<file path="config.mk">
export PLATFORM = sky130hd
export DESIGN_NAME = ssp_rx_ctrl
export DESIGN_NICKNAME = d
export VERILOG_FILES = /design/src/rtl/ssp_rx_ctrl.sv
export SDC_FILE = /design/constraint.sdc
export NUM_CORES = 1
export LEC_CHECK = 0
export ABC_AREA = 1
export ABC_CLOCK_PERIOD_IN_PS = 1600
export BUFFER_PORTS_ARGS = -buffer_cell sky130_fd_sc_hd__buf_2
export CAP_MARGIN = 40
export CORE_MARGIN = 5
export CORE_UTILIZATION = 53
export DETAILED_ROUTE_END_ITERATION = 16
export GPL_ROUTABILITY_DRIVEN = 0
export PLACE_DENSITY_LB_ADDON = 0.25
export SLEW_MARGIN = 0
export SYNTH_ARGS = -nofsm -noshare
export SYNTH_HDL_FRONTEND = slang
export SYNTH_SLANG_ARGS = --single-unit
export TNS_END_PERCENT = 10
</file>
<file path="constraint.sdc">
create_clock -name pclk -period 1.6 [get_ports pclk]
set_clock_uncertainty 0.15 [all_clocks]
set_input_delay 0.16 -clock pclk [delete_from_list [all_inputs] [get_ports pclk]]
set_output_delay 0.16 -clock pclk [all_outputs]
set_load 0.005 [all_outputs]
</file>
<file path="src/rtl/ssp_rx_ctrl.sv">
// SSP serial receive controller: synchronises the external serial link, assembles MSB-first frames and pushes them to a FIFO.
// Optional macro SSP_RX_OVERRUN_EN enables the sticky overrun flag for frames dropped on a full FIFO.
module ssp_rx_ctrl #(
    parameter int DATA_W      = 8,
    parameter int SYNC_STAGES = 2
) (
    input  logic              pclk,
    input  logic              clr_b,
    input  logic              sspclkin,
    input  logic              sspfssin,
    input  logic              ssprxd,
    input  logic              fifo_full,
    input  logic              fifo_empty,
    input  logic              psel,
    input  logic              pwrite,
    output logic [DATA_W-1:0] rxdata,
    output logic              rx_wr_en,
    output logic              rx_rd_en,
    output logic              ssprxintr,
    output logic              rx_overrun
);

    localparam int CNT_W = $clog2(DATA_W) + 1;
    localparam logic [CNT_W-1:0] LAST_BIT = CNT_W'(DATA_W - 1);

    typedef enum logic [1:0] {
        IDLE  = 2'd0,
        SHIFT = 2'd1,
        PUSH  = 2'd2
    } state_t;

    state_t                  state;
    logic [CNT_W-1:0]        bit_cnt;
    logic [DATA_W-1:0]       shift_reg;
    logic [SYNC_STAGES-1:0]  clk_sync;
    logic [SYNC_STAGES-1:0]  fss_sync;
    logic [SYNC_STAGES-1:0]  rxd_sync;
    logic                    clk_prev;
    logic                    rd_prev;
    logic                    clk_s;
    logic                    fss_s;
    logic                    rxd_s;
    logic                    sample;
    logic                    apb_read;

    assign clk_s    = clk_sync[SYNC_STAGES-1];
    assign fss_s    = fss_sync[SYNC_STAGES-1];
    assign rxd_s    = rxd_sync[SYNC_STAGES-1];
    assign sample   = clk_prev & ~clk_s;
    assign apb_read = psel & ~pwrite;

    // Bit 0 of each chain takes the raw pin; only the last stage is ever used.
    always_ff @(posedge pclk) begin
        if (clr_b) begin
            clk_sync <= '0;
            fss_sync <= '0;
            rxd_sync <= '0;
            clk_prev <= 1'b0;
        end else begin
            clk_sync[0] <= sspclkin;
            fss_sync[0] <= sspfssin;
            rxd_sync[0] <= ssprxd;
            for (int i = 1; i < SYNC_STAGES; i++) begin
                clk_sync[i] <= clk_sync[i-1];
                fss_sync[i] <= fss_sync[i-1];
                rxd_sync[i] <= rxd_sync[i-1];
            end
            clk_prev <= clk_s;
        end
    end

    always_ff @(posedge pclk) begin
        if (clr_b) begin
            state     <= IDLE;
            bit_cnt   <= '0;
            shift_reg <= '0;
            rxdata    <= '0;
            rx_wr_en  <= 1'b0;
        end else begin
            rx_wr_en <= 1'b0;
            case (state)
                IDLE: begin
                    if (sample && fss_s) begin
                        state     <= SHIFT;
                        bit_cnt   <= '0;
                        shift_reg <= '0;
                    end
                end
                SHIFT: begin
                    // A frame sync mid-frame restarts reception from scratch.
                    if (sample && fss_s) begin
                        bit_cnt   <= '0;
                        shift_reg <= '0;
                    end else if (sample) begin
                        shift_reg <= {shift_reg[DATA_W-2:0], rxd_s};
                        bit_cnt   <= bit_cnt + 1'b1;
                        if (bit_cnt == LAST_BIT) begin
                            state <= PUSH;
                        end
                    end
                end
                PUSH: begin
                    if (!fifo_full) begin
                        rxdata   <= shift_reg;
                        rx_wr_en <= 1'b1;
                    end
                    state <= IDLE;
                end
                default: state <= IDLE;
            endcase
        end
    end

    // Pop strobe fires only on the first cycle of a read access.
    always_ff @(posedge pclk) begin
        if (clr_b) begin
            rd_prev   <= 1'b0;
            rx_rd_en  <= 1'b0;
            ssprxintr <= 1'b0;
        end else begin
            rd_prev   <= apb_read;
            rx_rd_en  <= apb_read & ~rd_prev & ~fifo_empty;
            ssprxintr <= ~fifo_empty;
        end
    end

`ifdef SSP_RX_OVERRUN_EN
    logic overrun_q;

    // A drop in the same cycle as a read wins so the event is never lost.
    always_ff @(posedge pclk) begin
        if (clr_b) begin
            overrun_q <= 1'b0;
        end else if (state == PUSH && fifo_full) begin
            overrun_q <= 1'b1;
        end else if (apb_read) begin
            overrun_q <= 1'b0;
        end
    end

    assign rx_overrun = overrun_q;
`else
    assign rx_overrun = 1'b0;
`endif

endmodule
</file>
# Yosys cells after proc, flatten, opt, wreduce, memory -nomap -nowiden
# Index checks and enable logic that the tools add are counted.
# totals
regBits	33
latch_bits	0
mem_bits_rw	0
mem_bits_ro	0
in_bits	9
out_inout_bits	12
wordCells	52
mem_count	0
# op_classes
n_addsub	1
mul	0
div_mod_pow	0
n_lt_le_gt_ge	0
eq_ne	8
n_shift	0
mux	14
n_bitwise	10
reduce_logical	7
# ops
cell	count
$mux W8	3
$pmux W8 S2	1
$mux W4	3
$mux W2	4
$ne A2 B2 Y1 const B	4
$pmux W4 S2	1
$not A1 Y1	6
$add A4 B1 Y4 const B	1
$and A1 B1 Y1	4
$eq A4 B3 Y1 const B	1
$pmux W2 S2	1
$reduce_and A4 Y1	1
$ne A3 B3 Y1 const B	1
$reduce_and A3 Y1	1
$eq A2 B1 Y1 const B	1
$eq A2 B2 Y1 const B	1
$logic_not A2 Y1	1
$reduce_and A2 Y1	1
$reduce_bool A2 Y1	1
$reduce_or A2 Y1	1
$logic_and A1 B1 Y1	1
$mux W1	1

# Logic depth before layout (Yosys ltp)
# Gate-level depths: netlist of run 1.
# logic_depth
ltp_word	5
mapped_depth	8
ltp_nobuf	8

# Worst setup path after synthesis of run 1
# Ideal clock, no wire load.
# synth_timing
kind	flip-flop to flip-flop
startpoint	register state[0]
endpoint	register rxdata[1]
setup_ps	134
t_arrival_ps	946
t_required_ps	1316
slack_ps	371
path_stages_with_launch	6
n_path_buf	1
synth_period_minus_slack_ps	1229
path_cell_list	dfxtp_1 > inv_2 > clkbuf_1 > nand2_2 > nand2_1 > a21oi_1
# synth_between
elab_chain_len	2
# synth_lines
element	line	source
start, declared	32	state_t state;
start signal, assigned	74	state <= IDLE;
start signal, assigned	84	state <= SHIFT;
start signal, assigned	98	state <= PUSH;
$eq A2 B2 Y1	81	case (state)
$reduce_and A2 Y1 (no source line)	--	
end signal, assigned	104	rxdata <= shift_reg;
end, declared	16	output logic [DATA_W-1:0] rxdata,
# No other way between the ends.
# A chain may end at the register's enable or synchronous reset.

# Worst setup path in the final report of run 1
# layout_timing
startpoint	input pwrite
endpoint	register rx_rd_en
# layout_between
elab_chain_len	4
# layout_lines
element	line	source
start, declared	15	input logic pwrite,
$not A1 Y1	50	assign apb_read = psel & ~pwrite;
$and A1 B1 Y1	50	
$and A1 B1 Y1 (2 in series)	122	rx_rd_en <= apb_read & ~rd_prev & ~fifo_empty;
end signal, assigned	122	
end, declared	18	output logic rx_rd_en,
# No other way between the ends.

==> implementation parameters, run 1 <==
Parameter                              Value

Status
  Run status ... finished clean

Route
  Drt total wl ... 2300 um
  Initial DRT Pass Iterations ... 4
  Final antenna-violating net count ... 0
  Remaining DRCs ... 0
  Via density ... 4.82
  First-iteration detailed-routing DRC count ... 26
  Mean routed wirelength per cell ... 10.4 um
  Via count ... 1069

CTS
  # clock sinks ... 33
  CTS Buffer Depth ... 2
  Clk Latency, worst-skew pair ... 0.32 ns
  Count of H-tree levels built during CTS ... 2
  Number of buffers inserted to repair setup after CTS ... 0
  TritonCTS clock tree ... yes
  Number of buffers created by CTS ... 5
  Root Driver ... clkbuf_4
  Clock input transition at the sequential cells of the worst setup and hold paths ... 0.09 ns

Synth
  Portion of the post-synthesis area used by sequential elements ... 54.0%
  Portion of synthesized cell area occupied by the leading cell type ... 54.0%
  Area of the mapped netlist ... 1220 um^2
  Biggest area consumer among synthesized cells ... dfxtp_1
  Synthesized area per cell ... 7.69 um^2
  Largest cells by area after synthesis ... dfxtp_1, nand2_1, a21oi_1
  Number of instances in the synthesized netlist ... 159
  Post-Synthesis Net Count ... 169
  Number of distinct standard cells referenced by the synthesized netlist ... 19
  Post-synthesis register bit count ... 33
  Count of warnings emitted by yosys ... 0

Worst setup path
  Crit path max fanout ... 2
  Cell depth of the worst flop-to-flop path ... 6
  Type of origin of the critical path ... input port
  Worst Path Required ... 1.69 ns
  Type of destination of the critical path ... register
  Type of the setup path with the least slack ... in -> reg
  Data arrival, critical path ... 1.62 ns

Timing
  Accumulated negative setup slack ... 0 ns
  Final setup violation count ... 0
  Final period demand of the worst path ... 1.54 ns
  Unrepaired setup endpoints after global routing ... false
  Final Cycle Share ... 96.0%
  Maximum achievable frequency ... 651 MHz
  Final count of hold timing violations ... 0
  Number of max-slew violations in the final report ... 0

Worst hold path
  Worst min-delay path category ... reg -> reg
  Worst hold stages ... 2

Global route
  Number of global-route vias before repair ... 1011
  Wire length of the first global-routing pass ... 4150 um
  Number of antenna violations at the first check in global routing ... 0
  All-Layer GR Usage ... 16.2%
  Total grt overflow ... 0
  Pin count of the biggest net entering global routing ... 14

Floorplan
  Die Y-Extent ... 58.0 um
  Effective utilization at floorplan ... 55.3%
  Die outline area ... 3370 um^2
  I/O pin total ... 21
  Die width ... 58.0 um
  Site row count ... 17
  Core Box Area ... 2210 um^2

Power and ir drop
  Power share of the clock group ... 41.4%
  Power dissipated by switching net loads ... 0.000299 W
  Fraction of power spent switching nets ... 19.4%
  Combinational power share ... 4.4%
  Reported leakage power ... 0.659 nW
  Maximum resistive drop on vdd ... 0.692 mV
  P per Cell Area ... 993 nW/um^2
  Final Power ... 0.00154 W
  Cell-internal power ... 0.00124 W
  Relative contribution of sequential cells to total power ... 54.3%

Final layout
  Layout cell share with drive strength beyond 1 ... 19.6%
  Number of fill cells in the layout ... 206
  Most common cell after layout, fill and taps aside ... nand2_1
  Total Nets Final ... 203
  Most frequent cells in the layout ... nand2_1, dfxtp_1, a21oi_1, buf_2
  Synthesis-to-finish area growth ... 26.8%
  Antenna cell count ... 0

Placement
  Number of input and output port buffers inserted ... 19
  HPWL after DPL ... 1640 um

Job
  Max-capacitance violation count ... 0
## what timing repair did
action | CTS | global route
setup endpoints to repair | 0 | 12
gates resized for setup | 0 | 2
hold endpoints to repair | 11 | 0
hold buffers | 11 | 0
## stage by stage
step           hold WS, ns  std cells  utilization (%)  setup WS (ns)  instance area (um^2)
2_1_floorplan       0.0824        159                -          0.371                  1220
3_3_place_gp         0.186        203             60.7          0.199                  1340
3_5_place_dp         0.191        203             60.7          0.120                  1340
4_1_cts              0.258        222             69.6         0.0395                  1540
5_1_grt              0.280        222             70.1        0.00867                  1550
6_report             0.257        222             70.1         0.0636                  1550
## cells in the mapped netlist, drive strengths merged
cell	instances
nand2	47
dfxtp	33
a21oi	20
nor2	19
inv	16
nand3	13
clkbuf	4
buf	3
conb	1
ha	1
nand4	1
nor4	1
## worst max-delay path, cell delays in order
cell and delay, ns:
dlygate4sd3_1 0.53, buf_2 0.12, inv_1 0.04, nand2_1 0.04, dlygate4sd3_1 0.59, nor4_2 0.15
## layer usage
metal,global-route usage [%],wire length (um),up-vias
met1,19.1,966,472
met5,0,0,-
li1,-,-,561
met2,25.8,1140,29
met4,8.61,43,0
met3,5.35,155,7
## power by group through the flow
stage / clock network, W / logic (W) / registers [W]
floorplan: 0 / 0.0000264 / 0.000854
global placement: 0 / 0.0000431 / 0.000854
detailed placement: 0 / 0.0000447 / 0.000854
CTS: 0.000654 / 0.0000650 / 0.000835
global route: 0.000696 / 0.0000753 / 0.000837
finish: 0.000637 / 0.0000670 / 0.000835
## final cells by class
type / count / area, um^2 / area share [%]
clock buffer: 7 / 55.1 / 3.55
clock inverter: 1 / 30.0 / 1.94
inverter: 16 / 60.1 / 3.87
multi-input combinational: 103 / 474 / 30.6
sequential: 33 / 661 / 42.6
tap: 28 / 35.0 / 2.26
timing repair buffer: 34 / 235 / 15.2
## worst paths after layout
path	slack, ns	startpoint	endpoint
worst max register to register	0.16	state[0]	shift_reg[6]
worst min register to register	0.26	fss_sync[0]	fss_sync[1]
worst max-delay path	0.06	pwrite	rx_rd_en
worst min-delay path	0.26	fss_sync[0]	fss_sync[1]
## kinds of logic (layout without fill, tap and decap cells)
family | Yosys count | in the layout | synth area share [%]
AO/OA/AOI/OAI | 20 | 20 | 8.50
adder cells (fa/ha/maj) | 1 | 1 | 1.02
buffers and inverters | 23 | 58 | 8.08
flip-flops | 33 | 33 | 54.0
other | 1 | 1 | 0.307
AND/OR/NAND/NOR | 81 | 81 | 28.0
Power figures use the tool's default switching activity.
==> run 2: changes to the inputs <==
CORE_ASPECT_RATIO = 1.4   (was default)
==> implementation parameters, run 2 (synthesized netlist as in run 1, its figures left out) <==
Parameter                              Value

Status
  Run status ... finished clean

CTS
  TritonCTS clock tree ... yes
  CTS Buffer Depth ... 2
  Count of H-tree levels built during CTS ... 2
  Clk Latency, worst-skew pair ... 0.33 ns
  Root Driver ... clkbuf_4
  # clock sinks ... 33
  Clock input transition at the sequential cells of the worst setup and hold paths ... 0.09 ns
  Number of buffers created by CTS ... 5

Floorplan
  Die Y-Extent ... 66.8 um
  Die width ... 50.6 um
  Core Box Area ... 2200 um^2
  I/O pin total ... 21
  Die outline area ... 3380 um^2
  Effective utilization at floorplan ... 55.5%
  Site row count ... 20

Timing
  Final setup violation count ... 0
  Final period demand of the worst path ... 1.53 ns
  Final count of hold timing violations ... 0
  Number of max-slew violations in the final report ... 0
  Final setup margin ... 0.0723 ns
  Final Cycle Share ... 95.5%
  Maximum achievable frequency ... 655 MHz
  Post-Route Hold Slack ... 0.0181 ns
  Accumulated negative setup slack ... 0 ns

Placement
  HPWL after DPL ... 1670 um
  Placed instance area ... 1330 um^2
  Inst Count DP ... 196
  Dpl ws ... 0.107 ns
  Number of input and output port buffers inserted ... 19

Final layout
  Sequential cell area ... 661 um^2
  Post-route cell area ... 1480 um^2
  Area of combinational cells with multiple inputs ... 479 um^2
  Antenna cell count ... 0
  Most frequent cells in the layout ... nand2_1, dfxtp_1, a21oi_1, buf_2
  Number of fill cells in the layout ... 190
  Synthesis-to-finish area growth ... 20.7%
  Most common cell after layout, fill and taps aside ... nand2_1
  Layout cell share with drive strength beyond 1 ... 20.7%
  Non-filler instance count after layout ... 210
  Total Nets Final ... 197

Worst setup path
  Type of destination of the critical path ... register
  Cell depth of the worst flop-to-flop path ... 6
  Crit path max fanout ... 2
  Worst Path Required ... 1.69 ns
  Type of origin of the critical path ... input port
  Critical Path Start ... pwrite
  Type of the setup path with the least slack ... in -> reg
  Data arrival, critical path ... 1.62 ns
  Critical R2R Launch ... state[0]

Route
  Initial DRT Pass Iterations ... 4
  Via count ... 1038
  Final antenna-violating net count ... 0
  Mean routed wirelength per cell ... 11.7 um
  Remaining DRCs ... 0
  Drt total wl ... 2460 um
  First-iteration detailed-routing DRC count ... 29
  Via density ... 4.94

Power and ir drop
  Reported leakage power ... 0.625 nW
  Maximum resistive drop on vdd ... 0.957 mV
  P per Cell Area ... 955 nW/um^2

Worst hold path
  Worst min-delay path category ... in -> reg
  Worst hold stages ... 4
  Beginning of the worst hold path ... fifo_full

Job
  Max-capacitance violation count ... 0

Global route
  Number of antenna violations at the first check in global routing ... 0
  All-Layer GR Usage ... 17.0%
  Total grt overflow ... 0
  Pin count of the biggest net entering global routing ... 25
  Number of global-route vias before repair ... 1046
  Wire length of the first global-routing pass ... 4330 um
[run 2: layout make-up]
cell class | instances | area share (%)
sequential | 33 | 44.8
clock buffer | 7 | 4.41
tap | 22 | 1.87
multi-input combinational | 103 | 32.5
inverter | 16 | 4.07
clock inverter | 1 | 0.339
timing repair buffer | 28 | 12.0
[run 2: what timing repair did]
action,in CTS,in global routing
endpoints found under the setup margin,0,11
hold buffers,6,0
gates resized for setup,0,3
hold endpoints to repair,6,0
buffers inserted,0,0
[run 2: report_power, final]
group | switching (W) | leakage (nW) | internal (W)
sequential | 0.00000390 | 0.268 | 0.000832
clock | 0.000262 | 0.0413 | 0.000254
combinational | 0.0000307 | 0.316 | 0.0000260
[run 2: worst max-delay path, stage by stage]
cell	delay, ns
dlygate4sd3_1	0.53
buf_2	0.12
inv_1	0.04
nand2_1	0.04
dlygate4sd3_1	0.58
nor4_2	0.15
[run 2: stage by stage]
step / util [%] / power, W
after CTS: 66.3 / 0.00143
after floorplan: - / 0.000880
after global routing: 67.0 / 0.00147
after global placement: 60.3 / 0.000895
after detailed placement: 60.3 / 0.000897
final: 67.0 / 0.00141
[run 2: worst paths after layout]
| check | end | slack, ns |
|---|---|---|
| hold / removal | rxdata[3] | 0.02 |
| setup / recovery | rx_rd_en | 0.07 |
| setup reg to reg | shift_reg[2] | 0.16 |
| hold reg to reg | clk_sync[1] | 0.26 |
[run 2: metal layers]
metal | up-vias | wire length (um) | share of wire, % | global-route usage (%)
li1 | 553 | - | - | -
met1 | 470 | 1040 | 42 | 17.3
met2 | 11 | 1300 | 53 | 30.3
met3 | 4 | 86 | 3.5 | 5.82
met4 | 0 | 39 | 1.6 | 7.67
met5 | - | 0 | 0 | 0
